<file path="config.mk">
export PLATFORM = sky130hd
export DESIGN_NAME = cdb_arbiter_flat
export DESIGN_NICKNAME = d
export VERILOG_FILES = /design/src/rtl/cdb_arbiter_pkg.sv /design/src/rtl/cdb_arbiter_if.sv /design/src/rtl/cdb_arbiter_fifo.sv /design/src/rtl/cdb_arbiter.sv /design/src/flat_wrapper.sv
export SDC_FILE = /design/constraint.sdc
export NUM_CORES = 1
export LEC_CHECK = 0
export BUFFER_PORTS_ARGS = -buffer_cell sky130_fd_sc_hd__buf_2
export CORE_ASPECT_RATIO = 0.5
export CORE_UTILIZATION = 54
export CTS_CLUSTER_SIZE = 40
export DETAILED_ROUTE_END_ITERATION = 10
export GPL_TIMING_DRIVEN = 0
export PLACE_DENSITY_LB_ADDON = 0.12
export SLEW_MARGIN = 10
export SYNTH_ARGS = -nofsm -noshare
export SYNTH_HDL_FRONTEND = slang
export SYNTH_SLANG_ARGS = --single-unit
</file>
<file path="constraint.sdc">
create_clock -name clk -period 4.6 [get_ports clk]
set_clock_uncertainty 0.05 [all_clocks]
set_input_delay 0.69 -clock clk [delete_from_list [all_inputs] [get_ports clk]]
set_output_delay 0.69 -clock clk [all_outputs]
set_load 0.03 [all_outputs]
</file>
<file path="src/rtl/cdb_arbiter_pkg.sv">
// rtl/cdb_arbiter_pkg.sv - shared types, widths and grant helper for the CDB arbiter
// Purpose: common definitions imported by the CDB arbiter interface, FIFO and top.
//   ROBSIZE     : default ROB entry id width
//   cdb_src_e   : broadcast source encoding (ALU = 0, LSB = 1)
//   rr_pick     : round-robin choice between the two producers
package cdb_arbiter_pkg;

  localparam int ROBSIZE = 4;

  typedef enum logic {
    CDB_SRC_ALU = 1'b0,
    CDB_SRC_LSB = 1'b1
  } cdb_src_e;

  // With both sources requesting, the one that did not win last time gets the bus.
  function automatic cdb_src_e rr_pick(input logic alu_req, input logic lsb_req,
                                       input cdb_src_e last);
    if (alu_req && lsb_req) return (last == CDB_SRC_ALU) ? CDB_SRC_LSB : CDB_SRC_ALU;
    else if (alu_req)       return CDB_SRC_ALU;
    else                    return CDB_SRC_LSB;
  endfunction

endpackage

</file>
<file path="src/rtl/cdb_arbiter_if.sv">
// rtl/cdb_arbiter_if.sv - producer, control and broadcast signals of the CDB arbiter
// Purpose: bundles everything except clk/rst.
//   rdy, clear                      : global ready and mispredict flush
//   alu_valid/rob_id/value, alu_full: ALU producer side
//   lsb_valid/rob_id/value, lsb_full: load producer side
//   cdb_valid/rob_id/value/src      : registered broadcast
//   overflow_err                    : sticky push-while-full flag
//   modport slave = arbiter, modport master = environment
interface cdb_arbiter_if import cdb_arbiter_pkg::*; #(parameter int ROB_ID_W = ROBSIZE);

  logic                rdy;
  logic                clear;
  logic                alu_valid;
  logic [ROB_ID_W-1:0] alu_rob_id;
  logic [31:0]         alu_value;
  logic                alu_full;
  logic                lsb_valid;
  logic [ROB_ID_W-1:0] lsb_rob_id;
  logic [31:0]         lsb_value;
  logic                lsb_full;
  logic                cdb_valid;
  logic [ROB_ID_W-1:0] cdb_rob_id;
  logic [31:0]         cdb_value;
  logic                cdb_src;
  logic                overflow_err;

  modport slave (
    input  rdy, clear,
    input  alu_valid, alu_rob_id, alu_value, lsb_valid, lsb_rob_id, lsb_value,
    output alu_full, lsb_full,
    output cdb_valid, cdb_rob_id, cdb_value, cdb_src, overflow_err
  );

  modport master (
    output rdy, clear,
    output alu_valid, alu_rob_id, alu_value, lsb_valid, lsb_rob_id, lsb_value,
    input  alu_full, lsb_full,
    input  cdb_valid, cdb_rob_id, cdb_value, cdb_src, overflow_err
  );

endinterface

</file>
<file path="src/rtl/cdb_arbiter_fifo.sv">
// rtl/cdb_arbiter_fifo.sv - per-source result FIFO feeding the CDB arbiter
// Purpose: DEPTH-entry FIFO (DEPTH a power of 2, >= 2) with rdy freeze and flush.
//   clk, rst      : clock, asynchronous active-high reset
//   i_rdy         : low freezes pointers, count and contents
//   i_clear       : empties the FIFO, discarding any push in the same cycle
//   i_push/i_data : write request; ignored while full
//   i_pop         : remove head; ignored while empty
//   o_head        : head entry
//   o_empty/o_full: occupancy flags from registered count
module cdb_arbiter_fifo #(
  parameter int DEPTH = 2,
  parameter int WIDTH = 36
) (
  input  logic             clk,
  input  logic             rst,
  input  logic             i_rdy,
  input  logic             i_clear,
  input  logic             i_push,
  input  logic [WIDTH-1:0] i_data,
  input  logic             i_pop,
  output logic [WIDTH-1:0] o_head,
  output logic             o_empty,
  output logic             o_full
);

  localparam int PW = $clog2(DEPTH);
  localparam int CW = PW + 1;

  logic [WIDTH-1:0] r_mem [DEPTH];
  logic [PW-1:0]    r_wptr;
  logic [PW-1:0]    r_rptr;
  logic [CW-1:0]    r_count;
  logic             w_do_push;
  logic             w_do_pop;

  // Full is taken from the registered count, so a same-cycle pop never frees a slot for a push.
  assign o_full    = (r_count == CW'(DEPTH));
  assign o_empty   = (r_count == '0);
  assign o_head    = r_mem[r_rptr];
  assign w_do_push = i_rdy && !i_clear && i_push && !o_full;
  assign w_do_pop  = i_rdy && !i_clear && i_pop && !o_empty;

  always_ff @(posedge clk) begin
    if (w_do_push) r_mem[r_wptr] <= i_data;
  end

  // Pointers are PW bits wide, so they wrap modulo DEPTH on their own.
  always_ff @(posedge clk or posedge rst) begin
    if (rst) begin
      r_wptr  <= '0;
      r_rptr  <= '0;
      r_count <= '0;
    end else if (i_rdy) begin
      if (i_clear) begin
        r_wptr  <= '0;
        r_rptr  <= '0;
        r_count <= '0;
      end else begin
        if (w_do_push) r_wptr <= r_wptr + PW'(1);
        if (w_do_pop)  r_rptr <= r_rptr + PW'(1);
        case ({w_do_push, w_do_pop})
          2'b10:   r_count <= r_count + CW'(1);
          2'b01:   r_count <= r_count - CW'(1);
          default: r_count <= r_count;
        endcase
      end
    end
  end

endmodule

</file>
<file path="src/rtl/cdb_arbiter.sv">
// rtl/cdb_arbiter.sv - round-robin arbiter sharing the common data bus between ALU and LSB
// Purpose: buffers ALU and load results per source, broadcasts one per cycle on a
// registered CDB, round-robin under contention, flushed by a mispredict clear.
//   clk, rst : clock, asynchronous active-high reset
//   io_bus   : cdb_arbiter_if.slave (rdy, clear, producer ports, full flags,
//              cdb_valid/rob_id/value/src, overflow_err)
module cdb_arbiter import cdb_arbiter_pkg::*; #(
  parameter int ROB_ID_W   = ROBSIZE,
  parameter int FIFO_DEPTH = 2
) (
  input  logic          clk,
  input  logic          rst,
  cdb_arbiter_if.slave  io_bus
);

  localparam int EW = ROB_ID_W + 32;

  logic [EW-1:0]       w_alu_head;
  logic [EW-1:0]       w_lsb_head;
  logic                w_alu_empty;
  logic                w_lsb_empty;
  logic                w_alu_full;
  logic                w_lsb_full;
  logic                w_alu_pop;
  logic                w_lsb_pop;
  logic                w_grant;
  cdb_src_e            w_grant_src;
  logic [EW-1:0]       w_grant_head;

  logic                r_cdb_valid;
  logic [ROB_ID_W-1:0] r_cdb_rob_id;
  logic [31:0]         r_cdb_value;
  cdb_src_e            r_cdb_src;
  cdb_src_e            r_last_grant;
  logic                r_overflow;

  cdb_arbiter_fifo #(.DEPTH(FIFO_DEPTH), .WIDTH(EW)) u_alu_fifo (
    .clk     (clk),
    .rst     (rst),
    .i_rdy   (io_bus.rdy),
    .i_clear (io_bus.clear),
    .i_push  (io_bus.alu_valid),
    .i_data  ({io_bus.alu_rob_id, io_bus.alu_value}),
    .i_pop   (w_alu_pop),
    .o_head  (w_alu_head),
    .o_empty (w_alu_empty),
    .o_full  (w_alu_full)
  );

  cdb_arbiter_fifo #(.DEPTH(FIFO_DEPTH), .WIDTH(EW)) u_lsb_fifo (
    .clk     (clk),
    .rst     (rst),
    .i_rdy   (io_bus.rdy),
    .i_clear (io_bus.clear),
    .i_push  (io_bus.lsb_valid),
    .i_data  ({io_bus.lsb_rob_id, io_bus.lsb_value}),
    .i_pop   (w_lsb_pop),
    .o_head  (w_lsb_head),
    .o_empty (w_lsb_empty),
    .o_full  (w_lsb_full)
  );

  always_comb begin
    w_grant      = !w_alu_empty || !w_lsb_empty;
    w_grant_src  = rr_pick(!w_alu_empty, !w_lsb_empty, r_last_grant);
    w_grant_head = (w_grant_src == CDB_SRC_ALU) ? w_alu_head : w_lsb_head;
  end

  // The FIFOs already ignore pops while rdy is low or clear is high.
  assign w_alu_pop = w_grant && (w_grant_src == CDB_SRC_ALU);
  assign w_lsb_pop = w_grant && (w_grant_src == CDB_SRC_LSB);

  // Reset leaves last_grant on LSB so the ALU wins the first contention.
  always_ff @(posedge clk or posedge rst) begin
    if (rst) begin
      r_cdb_valid  <= 1'b0;
      r_cdb_rob_id <= '0;
      r_cdb_value  <= '0;
      r_cdb_src    <= CDB_SRC_ALU;
      r_last_grant <= CDB_SRC_LSB;
      r_overflow   <= 1'b0;
    end else if (io_bus.rdy) begin
      if (io_bus.clear) begin
        r_cdb_valid <= 1'b0;
      end else begin
        r_cdb_valid <= w_grant;
        if (w_grant) begin
          r_cdb_rob_id <= w_grant_head[EW-1:32];
          r_cdb_value  <= w_grant_head[31:0];
          r_cdb_src    <= w_grant_src;
          r_last_grant <= w_grant_src;
        end
        if ((io_bus.alu_valid && w_alu_full) || (io_bus.lsb_valid && w_lsb_full))
          r_overflow <= 1'b1;
      end
    end
  end

  assign io_bus.alu_full     = w_alu_full;
  assign io_bus.lsb_full     = w_lsb_full;
  assign io_bus.cdb_valid    = r_cdb_valid;
  assign io_bus.cdb_rob_id   = r_cdb_rob_id;
  assign io_bus.cdb_value    = r_cdb_value;
  assign io_bus.cdb_src      = r_cdb_src;
  assign io_bus.overflow_err = r_overflow;

endmodule
</file>
<file path="src/flat_wrapper.sv">
// flat-port wrapper written by rule: the top's interface ports become plain ports
module cdb_arbiter_flat import cdb_arbiter_pkg::*;
#(
  parameter int ROB_ID_W   = ROBSIZE,
  parameter int FIFO_DEPTH = 2
)
  (clk, rst, io_bus_rdy, io_bus_clear, io_bus_alu_valid, io_bus_alu_rob_id, io_bus_alu_value, io_bus_lsb_valid, io_bus_lsb_rob_id, io_bus_lsb_value, io_bus_alu_full, io_bus_lsb_full, io_bus_cdb_valid, io_bus_cdb_rob_id, io_bus_cdb_value, io_bus_cdb_src, io_bus_overflow_err);
  cdb_arbiter_if #(.ROB_ID_W(ROB_ID_W)) io_bus_i ();
  input  logic clk;
  input  logic rst;
  input wire logic [$bits(io_bus_i.rdy)-1:0] io_bus_rdy;
  input wire logic [$bits(io_bus_i.clear)-1:0] io_bus_clear;
  input wire logic [$bits(io_bus_i.alu_valid)-1:0] io_bus_alu_valid;
  input wire logic [$bits(io_bus_i.alu_rob_id)-1:0] io_bus_alu_rob_id;
  input wire logic [$bits(io_bus_i.alu_value)-1:0] io_bus_alu_value;
  input wire logic [$bits(io_bus_i.lsb_valid)-1:0] io_bus_lsb_valid;
  input wire logic [$bits(io_bus_i.lsb_rob_id)-1:0] io_bus_lsb_rob_id;
  input wire logic [$bits(io_bus_i.lsb_value)-1:0] io_bus_lsb_value;
  output wire logic [$bits(io_bus_i.alu_full)-1:0] io_bus_alu_full;
  output wire logic [$bits(io_bus_i.lsb_full)-1:0] io_bus_lsb_full;
  output wire logic [$bits(io_bus_i.cdb_valid)-1:0] io_bus_cdb_valid;
  output wire logic [$bits(io_bus_i.cdb_rob_id)-1:0] io_bus_cdb_rob_id;
  output wire logic [$bits(io_bus_i.cdb_value)-1:0] io_bus_cdb_value;
  output wire logic [$bits(io_bus_i.cdb_src)-1:0] io_bus_cdb_src;
  output wire logic [$bits(io_bus_i.overflow_err)-1:0] io_bus_overflow_err;
  assign io_bus_i.rdy = io_bus_rdy;
  assign io_bus_i.clear = io_bus_clear;
  assign io_bus_i.alu_valid = io_bus_alu_valid;
  assign io_bus_i.alu_rob_id = io_bus_alu_rob_id;
  assign io_bus_i.alu_value = io_bus_alu_value;
  assign io_bus_i.lsb_valid = io_bus_lsb_valid;
  assign io_bus_i.lsb_rob_id = io_bus_lsb_rob_id;
  assign io_bus_i.lsb_value = io_bus_lsb_value;
  assign io_bus_alu_full = io_bus_i.alu_full;
  assign io_bus_lsb_full = io_bus_i.lsb_full;
  assign io_bus_cdb_valid = io_bus_i.cdb_valid;
  assign io_bus_cdb_rob_id = io_bus_i.cdb_rob_id;
  assign io_bus_cdb_value = io_bus_i.cdb_value;
  assign io_bus_cdb_src = io_bus_i.cdb_src;
  assign io_bus_overflow_err = io_bus_i.overflow_err;
  cdb_arbiter #(.ROB_ID_W(ROB_ID_W), .FIFO_DEPTH(FIFO_DEPTH)) u_core (.clk(clk), .rst(rst), .io_bus(io_bus_i));
endmodule
</file>
==> results of run 1 <==
-- critical path, delay by kind of cell --
family | cells | cell delay (ns)
AND/OR/NAND/NOR | 3 | 1.08
buffers and inverters | 3 | 0.76
-- metal layers --
metal | vias to the layer above | global-route usage | part of all wire
li1 | 2239 | - | -
met2 | 137 | 0.376 | 0.46
met5 | - | 0 | 0
met3 | 17 | 0.0365 | 0.048
met1 | 2382 | 0.349 | 0.48
met4 | 0 | 0.0759 | 0.010
-- state kept, by name, summed over array words and instances, names as in the netlist --
| signal | flops |
|---|---|
| u_core.io_bus.cdb_src | 1 |
| u_core.u_lsb_fifo.r_mem | 72 |
| u_core.u_alu_fifo.r_mem | 72 |
| u_core.r_last_grant | 1 |
| u_core.u_lsb_fifo.r_count | 2 |
| u_core.u_alu_fifo.r_rptr | 1 |
| u_core.io_bus.cdb_value | 32 |
| u_core.u_lsb_fifo.r_rptr | 1 |
| u_core.io_bus.overflow_err | 1 |
| u_core.io_bus.cdb_rob_id | 4 |
| u_core.io_bus.cdb_valid | 1 |
| u_core.u_alu_fifo.r_count | 2 |
| u_core.u_lsb_fifo.r_wptr | 1 |
| u_core.u_alu_fifo.r_wptr | 1 |
-- path summary, 6_finish.rpt --
check                                             startpoint                             end  cells past startpoint
worst max-delay path                              io_bus_rdy  u_core.u_lsb_fifo.r_mem[0][10]                      6
worst min-delay path                                     rst      u_core.io_bus.cdb_value[2]                      2
worst max register to register  u_core.u_alu_fifo.r_count[0]  u_core.u_alu_fifo.r_mem[0][35]                      6
worst min register to register   u_core.io_bus.cdb_value[23]     u_core.io_bus.cdb_value[23]                      2
max in group asynchronous                                rst             u_core.r_last_grant                      3
min in group clk                        io_bus_lsb_value[17]  u_core.u_lsb_fifo.r_mem[1][17]                      1
-- per-stage QoR --
stage / worst slack (ns) / instances
floorplan: 0.337 / 511
detailed placement: 1.71 / 833
global placement: -1.88 / 825
finish: 2.14 / 866
CTS: 2.15 / 865
global route: 2.02 / 865
-- where the power goes --
part	switching, mW	internal [mW]	total (mW)	leakage [nW]
clock network	0.708	0.725	1.43	0.281
registers	0.118	2.09	2.20	1.90
logic	1.01	0.501	1.51	1.41
-- layout by cell type, fill, tap and decap left out, drive strengths merged --
cell type and count:
a22o 1, clkinv 5, and3 1, a22oi 1, nand2 39, o21ba 1, inv 18, o21bai 2
nor2b 69, nand2b 2, and2b 6, a21oi 7, o211ai 1, edfxtp 144, buf 151, o31ai 37
clkbuf 26, o22ai 3, nor3b 1, and2 1, a21o 2, o21a 3, o21ai 7, dfstp 1
nor2 10, dfrtp 47, nand4b 2, diode 1, nand3 1, or2b 1, a31oi 4, a211oi 73
-- cell families (layout without fill, tap and decap cells) --
group | after synthesis | count (layout)
other | 0 | 1
buffers and inverters | 44 | 200
AO/OA/AOI/OAI | 142 | 142
AND/OR/NAND/NOR | 133 | 133
flip-flops | 192 | 192
-- final cells by class --
cell class	count	area, um2
well taps	198	248
diodes	1	2.50
fillers	1068	4890
inverters	9	33.8
clock buffers	18	429
flip-flops and latches	192	5530
clock inverters	14	145
repair buffers	124	706
multi-input cells	275	2290
plain buffers	35	278
==> impl_metrics.toml, run 1 <==
[status]
status = "finished, final reports clean"

[route]
drt_iter0_drc = 354
routedWlPerCell_um = 20.5
firstDrtPassIters = 4
vias = 4775
ant_nets = 0
viasPerCell = 5.51
drt-total-wl_mm = 17.7
drc = 0

[power_and_ir_drop]
power_density_mw_per_mm2 = 533
power_mw = 5.15
leakage_nw = 3.59
vdd_drop_max_uv = 319

[clock_network]
cts.sinks = 192
clk_pin_slew_worst_paths_ns = 0.08
clk_latency_ns = 0.43
cts_tree = "yes"
postCtsHoldBufs = 0
cts_buffers = 17
cts_buffer_depth = 2
postCtsSetupRepairBufs = 0
cts-resized-gates = 0
cts.root.buffer_cell = "clkbuf_16"
htreeDepth = 4

[timing]
hold_viol_final = 0
timing.fmax_ghz = 0.407
fin_setup_tns_ns = 0
timing.hold.ws_ns = 0.317
rsz0062_at_grt = "false"
finalSetupViolCount = 0
min_period_ns = 2.46
finalCritPeriodShare = 0.534
worst_pin_slew_ns = 0.738
slew_headroom = 0.507
drv_slew = 0

[global_route]
grt_usage = 0.239
grt_max_degree = 29
antenna_found_initial = 0
grt_pass1_wl_mm = 26.4
gr-total-overflow = 0
grt_pass1_vias = 4551

[floorplanning]
dieArea_mm2 = 0.0155
die_h_um = 88.6
die_w_um = 175
num_rows = 31
core_mm2 = 0.0145
start_util = 0.557
io_pins = 119

[job]
timing.max_cap.violations = 0

[logic_synthesis]
synth_top_family_by_area = "compound AO/OA/AOI/OAI gates"
yosysTopAreaCell = "edfxtp_1"
synth_edf_count = 144
syn-cell-area_mm2 = 0.00811
yosysMostFrequentCell = "edfxtp_1"
yosysSeqAreaShare = 0.682
synth_compound_area_frac = 0.185
synthCells = 511
synth_mux_area_frac = 0
synthFlopType = "edfxtp_1"
synthSimpleGateAreaFrac = 0.0943
synth_commonest_cells = "edfxtp_1, nor2b_1, a211oi_2"
avgSynthCellArea_um2 = 15.9
synth_fa_ha_area_frac = 0
ys_warn_count = 0
synth_seq_cells = 192
synth.top_cell.area_share = 0.533
synth_xor_xnor_area_share = 0
synth_area_leaders = "edfxtp_1, dfrtp_1, a211oi_2"
synthArstFlopShare = 0.250
syn-num-nets = 589
synth_cell_types = 46

[placement]
io_buffer_count = 116
gp_congestion = 0.800
place.detailed.hpwl_mm = 11.6
dpl_cell_area_mm2 = 0.00908

[critical_path]
max_stage_delay_ns = 0.63
arrival_ns = 2.54
worstPathMaxFanout = 19
regToRegSetupSlack_ns = 2.43
crit_slowest_cell = "nor2_4"
crit_type = "in2reg"
cp-start-kind = "input pin"
cp.required_ns = 4.68
path_cells = "buf_2 > clkbuf_1 > nor2b_1 > nand3_1 > nor2_4 > buf_16"
cp-end-kind = "flop"

[cells_and_area]
fin_util = 0.664
drive_gt1_frac = 0.427
final_nets = 732
stdcell_area_mm2 = 0.00966
syn2layout_area_growth_pct = 19.1

[hold_path]
hold_class = "in2async"
No activity file was read; power rests on OpenSTA's default activity.
==> run 2, diff against run 1 <==
- clock period: 4.6 -> 2.4 ns (I/O delays scaled with it)
==> run 2 against run 1 <==
Net effect: setup slack lost 1.9 ns; cell area grew 0.38%; core utilization grew 0.25 points; die area is the same; hold slack lost 0.30 ns; global-route usage shrank 0.18 points; sequential power grew 92%; count of clock-buffer cells in the layout shrank 1; sequential cell count is the same; largest cell class unchanged; cell count shrank 0.23%; clock power grew 97%; wire length shrank 0.17%.
==> impl_metrics.toml, run 2 (synthesized netlist as in run 1, its figures left out) <==
[timing]
hold_viol_final = 0
timing.hold.ws_ns = 0.0188
drv_slew = 0
finalCritPeriodShare = 0.914
timing.fmax_ghz = 0.456
fin_setup_tns_ns = 0
min_period_ns = 2.19
slew_headroom = 0.507
finalSetupViolCount = 0
worst_pin_slew_ns = 0.739
rsz0062_at_grt = "false"

[floorplanning]
dieArea_mm2 = 0.0155
io_pins = 119
core_mm2 = 0.0145
num_rows = 31
die_h_um = 88.6
start_util = 0.557
die_w_um = 175

[cells_and_area]
drive_gt1_frac = 0.428
final_nets = 731
fin_util = 0.666
syn2layout_area_growth_pct = 19.6
stdcell_area_mm2 = 0.00969
insertedDiodeCount = 0
final_common_cell = "edfxtp_1"
final_cell_mix = "edfxtp_1, buf_2, nor2b_1"

[route]
drc = 0
drt-total-wl_mm = 17.7
ant_nets = 0
viasPerCell = 5.44
drt_iter0_drc = 294
vias = 4704
routedWlPerCell_um = 20.5
firstDrtPassIters = 4

[global_route]
antenna_found_initial = 0
gr-total-overflow = 0
grt_max_degree = 31
grt_pass1_vias = 4793
grt_pass1_wl_mm = 26.7
grt_usage = 0.237

[clock_network]
cts-resized-gates = 0
cts.sinks = 192
cts_buffers = 17
postCtsHoldBufs = 0
cts_tree = "yes"
clk_latency_ns = 0.42
htreeDepth = 4
clk_pin_slew_worst_paths_ns = 0.08
cts_buffer_depth = 2
cts.root.buffer_cell = "clkbuf_16"
postCtsSetupRepairBufs = 0

[critical_path]
cp.required_ns = 2.48
cp-start-kind = "flop"
reg2reg_from = "u_core.u_alu_fifo.r_count[0]"
arrival_ns = 2.27
cp-end-kind = "flop"
crit_type = "reg2reg"
crit_path_start = "u_core.u_alu_fifo.r_count[0]"
worstPathMaxFanout = 11
rr_worst_depth = 6
r2r_end = "u_core.u_alu_fifo.r_mem[0][35]"
crit_path_end = "u_core.u_alu_fifo.r_mem[0][35]"
regToRegSetupSlack_ns = 0.21

[placement]
dpl_cell_area_mm2 = 0.00910
place.detailed.hpwl_mm = 11.9
gp_congestion = 0.746
io_buffer_count = 116

[power_and_ir_drop]
power_density_mw_per_mm2 = 1030
leakage_nw = 3.60
vdd_drop_max_uv = 571

[job]
timing.max_cap.violations = 0

[status]
status = "finished, final reports clean"

[hold_path]
hold_class = "in2async"
## run 2: how the worst min path moves through the flow
stage	start	to	slack [ns]
floorplan	io_bus_alu_value[0]	u_core.u_alu_fifo.r_mem[0][0]	0.41
global placement	u_core.io_bus.cdb_value[8]	u_core.io_bus.cdb_value[8]	0.41
detailed placement	u_core.io_bus.cdb_value[14]	u_core.io_bus.cdb_value[14]	0.42
CTS	rst	u_core.io_bus.overflow_err	0.03
global route	rst	u_core.io_bus.overflow_err	0.06
finish	rst	u_core.io_bus.overflow_err	0.02
## run 2: area by class of cell
| cell class | instances | area, um2 |
|---|---|---|
| inverters | 9 | 33.8 |
| multi-input cells | 275 | 2290 |
| flip-flops and latches | 192 | 5530 |
| clock inverters | 15 | 166 |
| repair buffers | 123 | 721 |
| well taps | 198 | 248 |
| clock buffers | 17 | 425 |
| plain buffers | 35 | 278 |
| fillers | 1055 | 4850 |
## run 2: routing by layer
layer | vias to the layer above | part of all wire | global-route usage | routed length (um)
met5 | - | 0 | 0 | 0
met4 | 0 | 0.0035 | 0.0490 | 62
met3 | 4 | 0.060 | 0.0451 | 1070
met2 | 136 | 0.47 | 0.392 | 8390
met1 | 2338 | 0.46 | 0.334 | 8170
li1 | 2226 | - | - | -
## run 2: critical path, stage by stage (launching register included)
cell and delay [ns]:
dfrtp_1 0.32, buf_2 0.23, nand2b_1 0.18, and2_1 0.17
nor3b_4 0.54, buf_8 0.24, buf_8 0.17
## run 2: through the flow
| step | std cells | setup WS [ns] | power (mW) |
|---|---|---|---|
| detailed placement | 832 | -0.145 | 7.21 |
| global placement | 825 | -2.01 | 7.11 |
| CTS | 864 | 0.182 | 10.0 |
| finish | 864 | 0.207 | 9.95 |
| global route | 864 | 0.0682 | 10.4 |
| floorplan | 511 | -0.485 | 6.31 |
## run 2: where the power goes
part	switching [mW]	internal, mW	leakage, nW
Sequential	0.220	4.00	1.90
Clock	1.33	1.49	0.287
Combinational	1.95	0.963	1.41
Total	3.50	6.45	3.60
